--- config.mk ---
export PLATFORM = sky130hd
export DESIGN_NAME = seq101_tx
export DESIGN_NICKNAME = d
export VERILOG_FILES = /design/src/rtl/seq101_tx.sv
export SDC_FILE = /design/constraint.sdc
export NUM_CORES = 1
export LEC_CHECK = 0
export CAP_MARGIN = 20
export CORE_ASPECT_RATIO = 0.7
export CORE_MARGIN = 4
export CORE_UTILIZATION = 51
export DETAILED_ROUTE_END_ITERATION = 8
export HOLD_SLACK_MARGIN = 0.05
export PLACE_DENSITY = 0.75
export SLEW_MARGIN = 10
export SYNTH_ARGS = -nofsm -noshare
export SYNTH_HDL_FRONTEND = slang
export SYNTH_SLANG_ARGS = --single-unit
--- constraint.sdc ---
create_clock -name clk -period 2.9 [get_ports clk]
set_input_delay 0.435 -clock clk [delete_from_list [all_inputs] [get_ports clk]]
set_output_delay 0.435 -clock clk [all_outputs]
set_load 0.005 [all_outputs]
--- src/rtl/seq101_tx.sv ---
// Serial frame transmitter: "101" preamble, MSB-first payload, optional even parity,
// then a forced-low gap so a downstream 101 detector settles between frames.
module seq101_tx #(
  parameter int unsigned DATA_W    = 8,
  parameter int unsigned PARITY_EN = 1,
  parameter int unsigned GAP_LEN   = 2
) (
  input  logic              clk,
  input  logic              rst,
  input  logic [DATA_W-1:0] data_in,
  input  logic              load,
  output logic              ready,
  output logic              busy,
  output logic              x_out,
  output logic              done
);

  localparam int unsigned MaxLen = (DATA_W > GAP_LEN) ? ((DATA_W > 3) ? DATA_W : 3)
                                                      : ((GAP_LEN > 3) ? GAP_LEN : 3);
  localparam int unsigned CntW   = $clog2(MaxLen) + 1;

  typedef enum logic [2:0] {StIdle, StPre, StData, StPar, StGap} state_e;

  state_e              state_q;
  logic [CntW-1:0]     cnt_q;
  logic [DATA_W-1:0]   shreg_q;
  logic                par_q;
  logic                x_q;
  logic                done_q;

  always_ff @(posedge clk) begin
    if (rst) begin
      state_q <= StIdle;
      cnt_q   <= '0;
      shreg_q <= '0;
      par_q   <= 1'b0;
      x_q     <= 1'b0;
      done_q  <= 1'b0;
    end else begin
      done_q <= 1'b0;
      unique case (state_q)
        StIdle: begin
          x_q <= 1'b0;
          if (load) begin
            state_q <= StPre;
            x_q     <= 1'b1;
            cnt_q   <= CntW'(2);
            shreg_q <= data_in;
            par_q   <= ^data_in;
          end
        end
        StPre: begin
          if (cnt_q == '0) begin
            state_q <= StData;
            x_q     <= shreg_q[DATA_W-1];
            shreg_q <= shreg_q << 1;
            cnt_q   <= CntW'(DATA_W - 1);
          end else begin
            // Preamble alternates 1,0,1 starting from the 1 loaded on accept.
            x_q   <= ~x_q;
            cnt_q <= cnt_q - CntW'(1);
          end
        end
        StData: begin
          if (cnt_q == '0) begin
            if (PARITY_EN != 0) begin
              state_q <= StPar;
              x_q     <= par_q;
            end else begin
              state_q <= StGap;
              x_q     <= 1'b0;
              cnt_q   <= CntW'(GAP_LEN - 1);
            end
          end else begin
            x_q     <= shreg_q[DATA_W-1];
            shreg_q <= shreg_q << 1;
            cnt_q   <= cnt_q - CntW'(1);
          end
        end
        StPar: begin
          state_q <= StGap;
          x_q     <= 1'b0;
          cnt_q   <= CntW'(GAP_LEN - 1);
        end
        StGap: begin
          x_q <= 1'b0;
          if (cnt_q == '0) begin
            state_q <= StIdle;
            done_q  <= 1'b1;
          end else begin
            cnt_q <= cnt_q - CntW'(1);
          end
        end
        default: begin
          state_q <= StIdle;
          x_q     <= 1'b0;
        end
      endcase
    end
  end

  assign ready = (state_q == StIdle);
  assign busy  = (state_q != StIdle);
  assign x_out = x_q;
  assign done  = done_q;

endmodule

==> summary.txt <==
Run status
  • Status: finished clean

Placed design
  • Post-DP HPWL: 1820 µm
  • Placement-stage cell area: 1320 µm²
  • GP Congestion: 0.778
  • Port Buffers: 14
  • Cells after DPL: 179

CTS
  • Root buf cell: clkbuf_4
  • CTS tree: built
  • Clock Sinks: 18
  • Post-cts sizing count: 0
  • CTS Buf Count: 3
  • Worst-Skew Late Latency: 0.29 ns
  • Post-CTS Repair Setup Buffers: 0
  • Clock transition at path regs: 0.10 ns
  • H-tree level count: 1
  • CTS Buffer Depth: 2
  • Hold buffers post-CTS: 0

Pwr
  • Comb pwr share: between 60% and 70%
  • Pwr dens: 1140 nW/µm²
  • Max VDD drop: 0.577 mV
  • Flop pwr share: roughly 29%
  • NetSw: between 700 and 800 µW
  • Clock power frac: 7.9%
  • Switching Share: 45.7%
  • Lkg Pwr: between 0.0004 and 0.0005 µW
  • Internal power component: between 800 and 900 µW

Drt
  • Final WL: 2540 µm
  • Detail Route Antenna Nets: 0
  • WL/cell: roughly 14 µm
  • Routed vias/inst: 5.77
  • # DRC: 0
  • Drt initial violations: 95
  • Via count: between 1000 and 1500
  • Pre-antenna DRT Iters: 4

Critical path
  • Worst Path Required: 2.47 ns
  • Worst path top cell family by delay: flip-flops
  • Reg2Reg Setup Slack: 0.69 ns
  • Cell-by-cell trace of the critical path: inv_1, nand2_1, clkdlybuf4s50_1
  • RR Endpoint: shreg_q[6]$_SDFFE_PP0P_
  • CP arrival: 2.01 ns
  • Critical-path top delay cell: dfxtp_1
  • Worst r2r path cells: 7
  • Worst Path Max Fanout: 19
  • Worst Setup Path Type: flip-flop to output port
  • Startpoint types: flip-flop
  • Worst setup EP type: output port
  • CP peak stage delay: a little under 0.8 ns
  • Worst R2R Start: cnt_q[0]$_SDFFE_PP0P_
  • Buf+Inv Stages, Crit Path: 2

Die
  • # IOs: 15
  • Core area: 2150 µm²
  • Row count: 14
  • Initial cell density of the core: between 50% and 60%
  • Die width: 64.9 µm
  • Die ar.: 3100 µm²
  • Die Ht: around 48 µm

STA
  • Accumulated negative setup slack: 0 ns
  • Worst Tran Pin Value: 0.716 ns
  • Endpoints failing hold: 0
  • RSZ-0062 raised after global routing: false
  • Max Freq: ~410 MHz
  • Final hold slack: 0.486 ns
  • Slew headroom: 52.2%
  • Final Critical Period: around 2.4 ns
  • Final Setup Violations: 0
  • Period utilisation layout: between 80% and 90%
  • Clock Skew: 0.00748 ns
  • Slew Limit Fails: 0

Logic synthesis
  • Mux cell area share after synthesis: 6.07%
  • Cells after synthesis: 139
  • Mean Syn Cell Area: between 8 and 9 µm²
  • Post-Synth Adder-Cell Area: under 10%
  • Synth warn: 0
  • Ranking of synthesized cells by area: dfxtp_1, mux2i_1, xnor2_1, a211oi_1, nor2_1
  • Commonest cells in the synthesized netlist: dfxtp_1, nor2_1, nand2_1, nor3_1
  • Post-Syn Nets: 151
  • Asr flop ratio synth: 0%
  • Simple logic cell fraction of the synthesized area: 22.5%
  • Area share of the largest cell type after synthesis: 31.2%
  • XOR/XNOR share of the synthesized area: 6.07%
  • Register area share after synthesis: approximately 31%
  • Post-synthesis register bit count: 18
  • Synth Cell Area: 1150 µm²
  • Combinational family with the most area after synthesis: compound AO/OA/AOI/OAI gates
  • Dominant synthesized flop cell: dfxtp_1
  • Yosys cell types: 42
  • Synth Area in Compound Gates: 26.8%
  • Area leader, netlist: dfxtp_1
  • Top-count cell post-synth: dfxtp_1
  • Number of flops mapped to enable cells by yosys: 0

Layout
  • Design Area, Final: 1340 µm²
  • Synthesis-to-finish area growth: 16.1%
  • Fill count: 187
  • Non-filler cells, final: 182
  • Antenna diodes: 0
  • Final nets: between 150 and 200
  • Share of layout cells above drive strength 1: 9.33%

Hold path
  • Worst hold path stage count: 2
  • Hold_sp: shreg_q[0]$_SDFFE_PP0P_
  • WHS Endpoint: shreg_q[0]$_SDFFE_PP0P_
  • Worst Hold Class: flip-flop to flip-flop

GRT
  • Initial antenna violation count: 0
  • Vias in the first global route: 1020
  • Gr usage total: approximately a fifth
  • Total congestion overflow: 0
  • Largest net degree at the start of global routing: 20
  • First-pass GRT wire length: roughly 4500 µm

Run
  • Max-capacitance violation count: 0
==> final cells by class <==
cell class                 instances  area, µm²  area share [%]
inverter                           7       26.3            1.96
clock buffer                       3       22.5            1.68
sequential                        18        360            26.9
multi-input combinational        104        722            53.8
timing repair buffer              18        170            12.7
tap                               32       40.0            2.99
==> how the worst max path moves through the flow <==
stage                            startpoint                      end  depth (start not counted)
floorplan             cnt_q[0]$_SDFFE_PP0P_  shreg_q[2]$_SDFFE_PP0P_                          7
global placement      cnt_q[0]$_SDFFE_PP0P_  shreg_q[4]$_SDFFE_PP0P_                          7
detailed placement    cnt_q[0]$_SDFFE_PP0P_  shreg_q[4]$_SDFFE_PP0P_                          7
CTS                 state_q[2]$_SDFFE_PP0P_                     busy                          3
global route        state_q[2]$_SDFFE_PP0P_                     busy                          3
finish              state_q[2]$_SDFFE_PP0P_                     busy                          3
==> logic make-up after synthesis <==
kind of cell               after synthesis
xor gates and xnor gates                 8
muxes                                    7
and+or+nand+nor                         49
AOI/OAI and AO/OA                       39
buffers and inverters                   17
adders and majority gates                1
DFF                                     18
==> flip-flops by register name, indices dropped and copies added (netlist names) <==
name,count
shreg_q,8
x_out,1
done,1
par_q,1
state_q,3
cnt_q,4
==> routing by layer <==
| metal | GRT usage, % | share of wire, % |
|---|---|---|
| met3 | 5.87 | 4.7 |
| met5 | 0 | 0 |
| met2 | 28.5 | 43 |
| met4 | 5.04 | 0.51 |
| met1 | 26.6 | 52 |
==> stage by stage <==
stage / total power [µW] / util, % / setup slack, ns
finish: 1530 / 62.3 / 0.454
global route: 1670 / 62.3 / 0.299
CTS: 1520 / 62.3 / 0.472
detailed placement: 1400 / 61.2 / 0.740
global placement: 1370 / 61.2 / 0.817
floorplan: 1170 / - / 0.895
==> power by group through the flow <==
stage	sequential (µW)	combinational, µW	clock, µW
floorplan	406	767	0
global placement	444	925	0
detailed placement	449	947	0
CTS	443	954	125
global route	461	1070	137
finish	447	963	121
==> tightest hold or removal path, delay by kind of cell (launching register included) <==
kind / cells / cell delay [ns]
compound gates: 1 / 0.05
flops: 1 / 0.33
simple gates: 1 / 0.07
==> cell usage in the layout, fill, tap and decap left out, types with 6 or more instances in the layout <==
cell type | synthesis | final
a211oi_1 | 7 | 7
a21oi_1 | 7 | 7
clkdlybuf4s50_1 | 0 | 14
dfxtp_1 | 18 | 18
inv_1 | 7 | 7
mux2i_1 | 7 | 7
nand2_1 | 8 | 8
nand2b_1 | 6 | 6
nor2_1 | 12 | 12
nor3_1 | 8 | 8
xnor2_1 | 7 | 7
Power figures use the tool's default switching activity.
